## config.mk

```make
export PLATFORM = sky130hd
export DESIGN_NAME = stitch_pipeline_output_fifo
export DESIGN_NICKNAME = d
export VERILOG_FILES = /design/src/rtl/stitch_pipeline_pkg.sv /design/src/rtl/stitch_fifo_mem.sv /design/src/rtl/stitch_pipeline_output_fifo.sv
export SDC_FILE = /design/constraint.sdc
export NUM_CORES = 1
export LEC_CHECK = 0
export CAP_MARGIN = 0
export CORE_ASPECT_RATIO = 1.25
export CORE_MARGIN = 1
export CORE_UTILIZATION = 58
export CTS_BUF_LIST = sky130_fd_sc_hd__clkbuf_16
export DETAILED_ROUTE_END_ITERATION = 8
export PLACE_DENSITY = 0.95
export SLEW_MARGIN = 40
export SYNTH_ARGS = -nofsm -noshare
export SYNTH_HDL_FRONTEND = slang
export SYNTH_SLANG_ARGS = --single-unit
```

## constraint.sdc

```tcl
create_clock -name clk -period 5.75 [get_ports clk]
set_input_delay 1.725 -clock clk [delete_from_list [all_inputs] [get_ports clk]]
set_output_delay 1.725 -clock clk [all_outputs]
set_load 0.05 [all_outputs]
```

## src/rtl/stitch_pipeline_pkg.sv

```systemverilog
// rtl/stitch_pipeline_pkg.sv - shared defaults and count-width helper for the stitch pipeline output FIFO
package stitch_pipeline_pkg;

    localparam int DEFAULT_DATA_WIDTH = 32;
    localparam int DEFAULT_DEPTH      = 4;

    // Bits needed to hold the values 0..n inclusive.
    function automatic int count_width(input int n);
        return $clog2(n + 1);
    endfunction

endpackage

```

## src/rtl/stitch_fifo_mem.sv

```systemverilog
// rtl/stitch_fifo_mem.sv - DEPTH x DATA_WIDTH register array, synchronous write, combinational read
module stitch_fifo_mem
    import stitch_pipeline_pkg::*;
#(
    parameter int DATA_WIDTH = DEFAULT_DATA_WIDTH,
    parameter int DEPTH      = DEFAULT_DEPTH,
    localparam int AW        = $clog2(DEPTH)
) (
    input  logic                  clk,
    input  logic                  we,
    input  logic [AW-1:0]         waddr,
    input  logic [DATA_WIDTH-1:0] wdata,
    input  logic [AW-1:0]         raddr,
    output logic [DATA_WIDTH-1:0] rdata
);

    logic [DATA_WIDTH-1:0] mem [DEPTH];

    always_ff @(posedge clk) begin
        if (we) begin
            mem[waddr] <= wdata;
        end
    end

    assign rdata = mem[raddr];

endmodule

```

## src/rtl/stitch_pipeline_output_fifo.sv

```systemverilog
// rtl/stitch_pipeline_output_fifo.sv - credit-gated receive FIFO behind a stall-free pipeline
module stitch_pipeline_output_fifo
    import stitch_pipeline_pkg::*;
#(
    parameter int DATA_WIDTH = DEFAULT_DATA_WIDTH,
    parameter int DEPTH      = DEFAULT_DEPTH,
    localparam int CNT_W     = count_width(DEPTH)
) (
    input  logic                  clk,
    input  logic                  rst_n,
    input  logic                  issue_valid,
    output logic                  issue_ready,
    input  logic                  in_valid,
    input  logic [DATA_WIDTH-1:0] in_data,
    output logic                  out_valid,
    output logic [DATA_WIDTH-1:0] out_data,
    input  logic                  out_ready,
    output logic [CNT_W-1:0]      occupancy,
    output logic [CNT_W-1:0]      inflight,
    output logic                  overflow,
    output logic                  proto_err
);

    localparam int AW = $clog2(DEPTH);
    localparam logic [CNT_W-1:0] DEPTH_C = CNT_W'(DEPTH);
    localparam logic [CNT_W:0]   DEPTH_W = (CNT_W + 1)'(DEPTH);

    logic [AW-1:0] wr_ptr;
    logic [AW-1:0] rd_ptr;
    logic          launch;
    logic          ret;
    logic          push;
    logic          pop;

    // Credits cover both stored words and words still travelling down the pipeline.
    assign issue_ready = ({1'b0, occupancy} + {1'b0, inflight}) < DEPTH_W;
    assign launch      = issue_valid && issue_ready;
    assign ret         = in_valid && (inflight != '0);
    assign push        = in_valid && (occupancy != DEPTH_C);
    assign out_valid   = (occupancy != '0);
    assign pop         = out_valid && out_ready;

    always_ff @(posedge clk or negedge rst_n) begin
        if (!rst_n) begin
            inflight  <= '0;
            occupancy <= '0;
            wr_ptr    <= '0;
            rd_ptr    <= '0;
            overflow  <= 1'b0;
            proto_err <= 1'b0;
        end else begin
            case ({launch, ret})
                2'b10:   inflight <= inflight + 1'b1;
                2'b01:   inflight <= inflight - 1'b1;
                default: inflight <= inflight;
            endcase
            case ({push, pop})
                2'b10:   occupancy <= occupancy + 1'b1;
                2'b01:   occupancy <= occupancy - 1'b1;
                default: occupancy <= occupancy;
            endcase
            if (push) begin
                wr_ptr <= wr_ptr + 1'b1;
            end
            if (pop) begin
                rd_ptr <= rd_ptr + 1'b1;
            end
            if (in_valid && (occupancy == DEPTH_C)) begin
                overflow <= 1'b1;
            end
            if (in_valid && (inflight == '0)) begin
                proto_err <= 1'b1;
            end
        end
    end

    stitch_fifo_mem #(
        .DATA_WIDTH (DATA_WIDTH),
        .DEPTH      (DEPTH)
    ) u_mem (
        .clk   (clk),
        .we    (push),
        .waddr (wr_ptr),
        .wdata (in_data),
        .raddr (rd_ptr),
        .rdata (out_data)
    );

endmodule
```

==> results of run 1 <==
state kept, by name, indices dropped and copies added (netlist names):
name and flops:
inflight 3, occupancy 3, overflow 1, proto_err 1, rd_ptr 2, u_mem.mem 128, wr_ptr 2
where the power goes:
group / leakage, nW / internal, mW / total (mW) / switching [mW]
combinational: 0.763 / 0.673 / 1.72 / 1.05
sequential: 1.31 / 1.36 / 1.54 / 0.176
clock: 0.262 / 0.575 / 0.939 / 0.364
cell type report:
class	count	area (um^2)
flip-flops and latches	140	4148
fillers	493	2072
multi-input cells	73	1104
repair buffers	82	825.8
clock buffers	17	425.4
well taps	120	150.1
clock inverters	12	85.08
inverters	9	33.78
synthesized netlist by cell type:
master / instances / area, um^2
buf_6: 1 / 11.26
nor3_1: 1 / 5.000
mux2_2: 1 / 11.26
nor4_1: 1 / 6.260
a21o_1: 1 / 7.510
clkbuf_1: 1 / 3.750
nor2b_1: 1 / 6.260
ha_1: 8 / 100.1
o31a_1: 1 / 8.760
nand2_1: 3 / 11.26
mux4_2: 28 / 630.6
and2_1: 4 / 25.02
buf_12: 3 / 60.06
inv_1: 9 / 33.78
a21boi_2: 1 / 11.26
edfxtp_1: 128 / 3844
and3_1: 1 / 6.260
xor2_1: 5 / 43.79
or3_1: 1 / 6.260
o21ai_0: 1 / 5.000
nor2_1: 3 / 11.26
a31o_2: 1 / 8.760
fa_1: 2 / 40.04
buf_2: 3 / 15.01
xnor2_1: 4 / 35.03
mux2i_1: 1 / 10.01
mux4_1: 4 / 105.1
dfrtp_1: 12 / 300.3
per-layer routing:
layer	part of all wire	global-route usage
met1	0.38	0.2427
met2	0.55	0.3671
met3	0.051	0.07207
met4	0.021	0.09251
met5	0	0
metrics by stage:
| stage | total power [mW] | utilization | setup slack [ns] | instances |
|---|---|---|---|---|
| 6_report | 4.197 | 0.7657 | 1.270 | 453 |
| 5_1_grt | 4.363 | 0.7657 | 1.186 | 453 |
| 4_1_cts | 4.238 | 0.7654 | 1.257 | 453 |
| 3_5_place_dp | 3.285 | 0.7077 | 1.685 | 424 |
| 3_3_place_gp | 3.214 | 0.7039 | 1.509 | 422 |
| 2_1_floorplan | 2.772 | - | 1.357 | 230 |
worst register-to-register path: stages, from the launching register on:
cell and delay, ns:
dfrtp_1 0.45, ha_1 0.31, and3_1 0.16, nor4_1 0.27
nand2_1 0.11, ha_1 0.22, inv_1 0.09, fa_1 0.19
xor2_1 0.16, nor2_1 0.07, xor2_1 0.14
worst max path at each step:
stage	from	to	slack [ns]
4_1_cts	rd_ptr[1]	out_data[0]	1.26
6_report	rd_ptr[1]	out_data[0]	1.27
3_3_place_gp	rd_ptr[0]	out_data[1]	1.51
5_1_grt	rd_ptr[1]	out_data[0]	1.19
2_1_floorplan	occupancy[1]	issue_ready	1.36
3_5_place_dp	rd_ptr[1]	out_data[14]	1.69
cells in the final DEF, fill, tap and decap left out, drive strengths merged, types with 2 or more instances in the layout:
cell	n
dfrtp	12
nand2	3
mux4	32
xor2	5
xnor2	4
clkinv	9
buf	4
nor2	3
inv	10
clkdlybuf4s50	78
clkbuf	17
edfxtp	128
and2	4
fa	2
ha	8
cell families (layout without fill, tap and decap cells):
kind of cell / count (synthesis) / in the layout / share of synthesized area
fa+ha+maj: 10 / 10 / 0.02613
flops: 140 / 140 / 0.7727
compound gates: 5 / 5 / 0.007700
simple gates: 15 / 15 / 0.01447
buf+inv: 17 / 120 / 0.02310
mux: 34 / 34 / 0.1412
xor+xnor: 9 / 9 / 0.01470
==> out/qor.csv, run 1 <==
stage,metric,value,unit
run_status,outcome,"finished, final reports clean",
power,irDropWorstVdd,454.8,uV
die,die_width,88.01,um
worst_setup_path,cp_top_family,buffers and inverters,
timing,rsz0062_at_grt,no,
global_routing,grt_max_degree,34,
global_routing,grt_pass1_wl,13920,um
detailed_routing,firstDrtPassIters,4,
global_routing,grt_usage,0.2137,
min_path,hp-start,proto_err,
logic_synthesis,yosysWarningCount,0,
logic_synthesis,avgSynthCellArea,23.32,um^2
clock_network,clkTransAtPathRegs,0.05,ns
job,maxCapViolCount,0,
die,io-pin-count,79,
power,p_leak,2.331,nW
cells_and_area,area_growth,26.27,%
clock_network,cts-hold-fix-buffers,0,
worst_setup_path,crit_fanout,17,
clock_network,cts.sinks,140,
timing,fin_crit,4.480,ns
die,die-area,9637,um^2
placed_design,port_buffers,78,
detailed_routing,routed_via_density,5.587,
clock_network,cts_resized,0,
worst_setup_path,cp_slowest_cell,dfrtp_1,
detailed_routing,drt_iter0_drc,143,
detailed_routing,num_vias,2531,
worst_setup_path,ff2ff_setup_slack,3.48,ns
clock_network,ctsRootBufferMaster,clkbuf_16,
timing,hold_viol,0,
timing,whs,0.4584,ns
clock_network,cts_tree,done,
worst_setup_path,r2r_start,occupancy[1],
logic_synthesis,synthesis.nets,277,
timing,tightest_slew,0.7521,ns
logic_synthesis,synthCells,230,
logic_synthesis,ys_ff_latch,140,
placed_design,place_hpwl,5616,um
detailed_routing,routed_wl,9291,um
worst_setup_path,crit_type,reg2out,
timing,setup_viol,0,
detailed_routing,route.detailed.drc,0,
global_routing,grt_pass1_vias,2638,
min_path,hp-class,reg2reg,
worst_setup_path,reg2reg_depth,10,
cells_and_area,finalNetCount,370,
cells_and_area,n_antenna_cell,0,
timing,finalMaxSlewViolations,0,
worst_setup_path,path_cells,"buf_4, mux4_1, clkdlybuf4s50_1",
timing,fmax,223.2,MHz
detailed_routing,antenna_left,0,
die,core_area,8843,um^2
placed_design,place_area,6259,um^2
min_path,hold_path_end,proto_err,
logic_synthesis,yosysSeqAreaShare,0.7727,
worst_setup_path,worstPathRequired,4.03,ns
clock_network,cts.path.max_buffers,2,
cells_and_area,drive_above_1_share,0.2012,
timing,skew,0.007219,ns
worst_setup_path,r2r_end,inflight[2],
cells_and_area,design_area,6771,um^2
worst_setup_path,crit_cells,3,
worst_setup_path,critPathMaxStageDelay,0.82,ns
worst_setup_path,cp-start-kind,flop,
die,die_h,109.5,um
timing,finalCritPeriodShare,0.7791,
clock_network,cts_setup_buffers,0,
placed_design,gp_congestion,0.7166,
worst_setup_path,critPathBufInv,2,
power,p_per_area,619.8,nW/um^2
global_routing,overflow,0,
clock_network,clock_latency,0.41,ns
clock_network,cts_buffers,17,
die,num_rows,38,
logic_synthesis,yosysUniqueCellTypes,28,
logic_synthesis,syn_area,5363,um^2
worst_setup_path,cp-end-kind,output pin,
die,initial_core_util,0.6064,
timing,relSlewSlack,0.4986,
min_path,holdPathStages,1,
global_routing,antenna_found_initial,0,
detailed_routing,wl_per_cell,20.51,um
worst_setup_path,crit_arrival,2.75,ns
timing,tns,0,ns
clock_network,htreeDepth,4,
(Power assumes the default switching activity.)
==> run 2, diff against run 1 <==
CORE_UTILIZATION = 48   (was 58)
PLACE_DENSITY = 0.85   (was 0.95)
clock period = 4.05 ns   (was 5.75 ns; I/O delays follow)
==> out/qor.csv, run 2 (same netlist as run 1, synthesis figures left out) <==
stage,metric,value,unit
run_status,outcome,"finished, final reports clean",
timing,rsz0062_at_grt,no,
die,die_width,96.54,um
global_routing,overflow,0,
timing,relSlewSlack,0.6066,
die,core_area,10720,um^2
clock_network,clkTransAtPathRegs,0.06,ns
die,num_rows,42,
global_routing,grt_usage,0.1785,
timing,finalMaxSlewViolations,0,
clock_network,htreeDepth,4,
timing,fin_crit,3.840,ns
cells_and_area,mostFrequentLayoutCell,edfxtp_1,
power,internal_power,3.808,mW
clock_network,ctsRootBufferMaster,clkbuf_16,
cells_and_area,fill_cells,741,
power,power_frac_comb,0.407,
die,initial_core_util,0.5002,
power,switching_share,0.3763,
placed_design,gp_congestion,0.6340,
detailed_routing,num_vias,2551,
detailed_routing,drt_iter0_drc,156,
detailed_routing,firstDrtPassIters,4,
cells_and_area,instances_no_fill,472,
power,pwr-share-seq,0.353,
timing,setup_viol,0,
placed_design,port_buffers,78,
timing,hold_viol,0,
cells_and_area,drive_above_1_share,0.2176,
detailed_routing,antenna_left,0,
cells_and_area,largest_register,u_mem.mem,
clock_network,clock_latency,0.41,ns
timing,finalCritPeriodShare,0.9480,
global_routing,grt_max_degree,34,
detailed_routing,route.detailed.drc,0,
job,maxCapViolCount,0,
timing,fmax,260.4,MHz
worst_setup_path,worstPathRequired,2.83,ns
timing,tightest_slew,0.5883,ns
die,die_h,120.2,um
placed_design,place_hpwl,5680,um
cells_and_area,n_antenna_cell,0,
timing,tns,0,ns
detailed_routing,routed_via_density,5.405,
detailed_routing,routed_wl,9226,um
power,p_clk_frac,0.240,
cells_and_area,finalNetCount,374,
cells_and_area,area_growth,28.58,%
power,p_leak,2.364,nW
clock_network,cts_setup_buffers,0,
power,p_per_area,885.3,nW/um^2
cells_and_area,multiInputGateArea,1100,um^2
worst_setup_path,crit_arrival,2.62,ns
cells_and_area,regArea,4149,um^2
timing,skew,0.009043,ns
worst_setup_path,cp-end-kind,output pin,
global_routing,grt_pass1_vias,2761,
die,die-area,11600,um^2
clock_network,cts_buffers,17,
clock_network,cts_tree,done,
min_path,hp-class,reg2reg,
power,irDropWorstVdd,633.0,uV
power,power,6.105,mW
clock_network,cts.sinks,140,
cells_and_area,largest_reg_flops,128,
clock_network,cts-hold-fix-buffers,0,
cells_and_area,most-common-layout-cells,"128 x edfxtp_1, 78 x clkdlybuf4s50_1, 28 x mux4_2, 17 x clkbuf_16, 10 x dfrtp_1",
worst_setup_path,crit_type,reg2out,
cells_and_area,largestRegisters,"u_mem.mem: 128 flops, inflight: 3 flops, occupancy: 3 flops",
global_routing,grt_pass1_wl,14570,um
worst_setup_path,cp-start-kind,flop,
clock_network,cts_resized,0,
placed_design,placed_cells,440,
global_routing,antenna_found_initial,0,
clock_network,cts.path.max_buffers,2,
worst_setup_path,crit_fanout,13,
power,switchingPower,2.297,mW
detailed_routing,wl_per_cell,19.55,um
die,io-pin-count,79,
==> run 2: cell types whose count changed in the layout (fill, tap and decap cells not counted), sizes merged <==
cell and change:
buf +4, clkinv -2, clkinvlp +2, inv +2, bufinv +1
==> run 2: per-stage QoR <==
| step | setup WS [ns] | hold slack [ns] | instance area [um^2] | util |
|---|---|---|---|---|
| 3_5_place_dp | 0.5795 | 0.4588 | 6324 | 0.5899 |
| 4_1_cts | 0.1397 | 0.4735 | 6893 | 0.6430 |
| 3_3_place_gp | 0.6086 | 0.4488 | 6324 | 0.5899 |
| 2_1_floorplan | 0.1674 | 0.5340 | 5363 | - |
| 6_report | 0.2104 | 0.4654 | 6895 | 0.6432 |
| 5_1_grt | 0.06875 | 0.4943 | 6895 | 0.6432 |
==> run 2: routing by layer <==
metal	vias up	GRT usage	routed length (um)
li1	1138	-	-
met1	1304	0.2239	3759
met2	94	0.2879	4819
met3	15	0.05409	497
met4	0	0.07261	150
met5	-	0	0
==> run 2: power by group through the flow <==
stage               logic (mW)  registers (mW)  clock network, mW
finish                    2.48            2.16               1.47
global route              2.63            2.20               1.55
CTS                       2.52            2.16               1.49
detailed placement        2.51            2.19                  0
global placement          2.48            2.16                  0
floorplan                 1.76            2.17                  0
==> run 2: path summary, 6_finish.rpt <==
check	startpoint	endpoint	slack [ns]	cells after the start
worst max register to register	occupancy[1]	inflight[2]	1.84	10
worst min-delay path	proto_err	proto_err	0.47	1
worst max-delay path	rd_ptr[0]	out_data[23]	0.21	3
max in group asynchronous	rst_n	rd_ptr[1]	2.43	1
worst min register to register	proto_err	proto_err	0.47	1
min in group asynchronous	rst_n	occupancy[2]	1.18	1
==> run 2: area by class of cell <==
class / instances / share of cell area
Clock buffer: 17 / 0.06169
Clock inverter: 15 / 0.02087
Inverter: 9 / 0.004899
Multi-Input combinational cell: 73 / 0.1595
Sequential cell: 140 / 0.6017
Tap cell: 132 / 0.02395
Timing Repair Buffer: 86 / 0.1274
==> run 2: worst max-delay path: stages (launching register included) <==
cell and delay, ns:
dfrtp_2 0.61, buf_4 0.34, mux4_2 0.53, clkdlybuf4s50_1 0.73
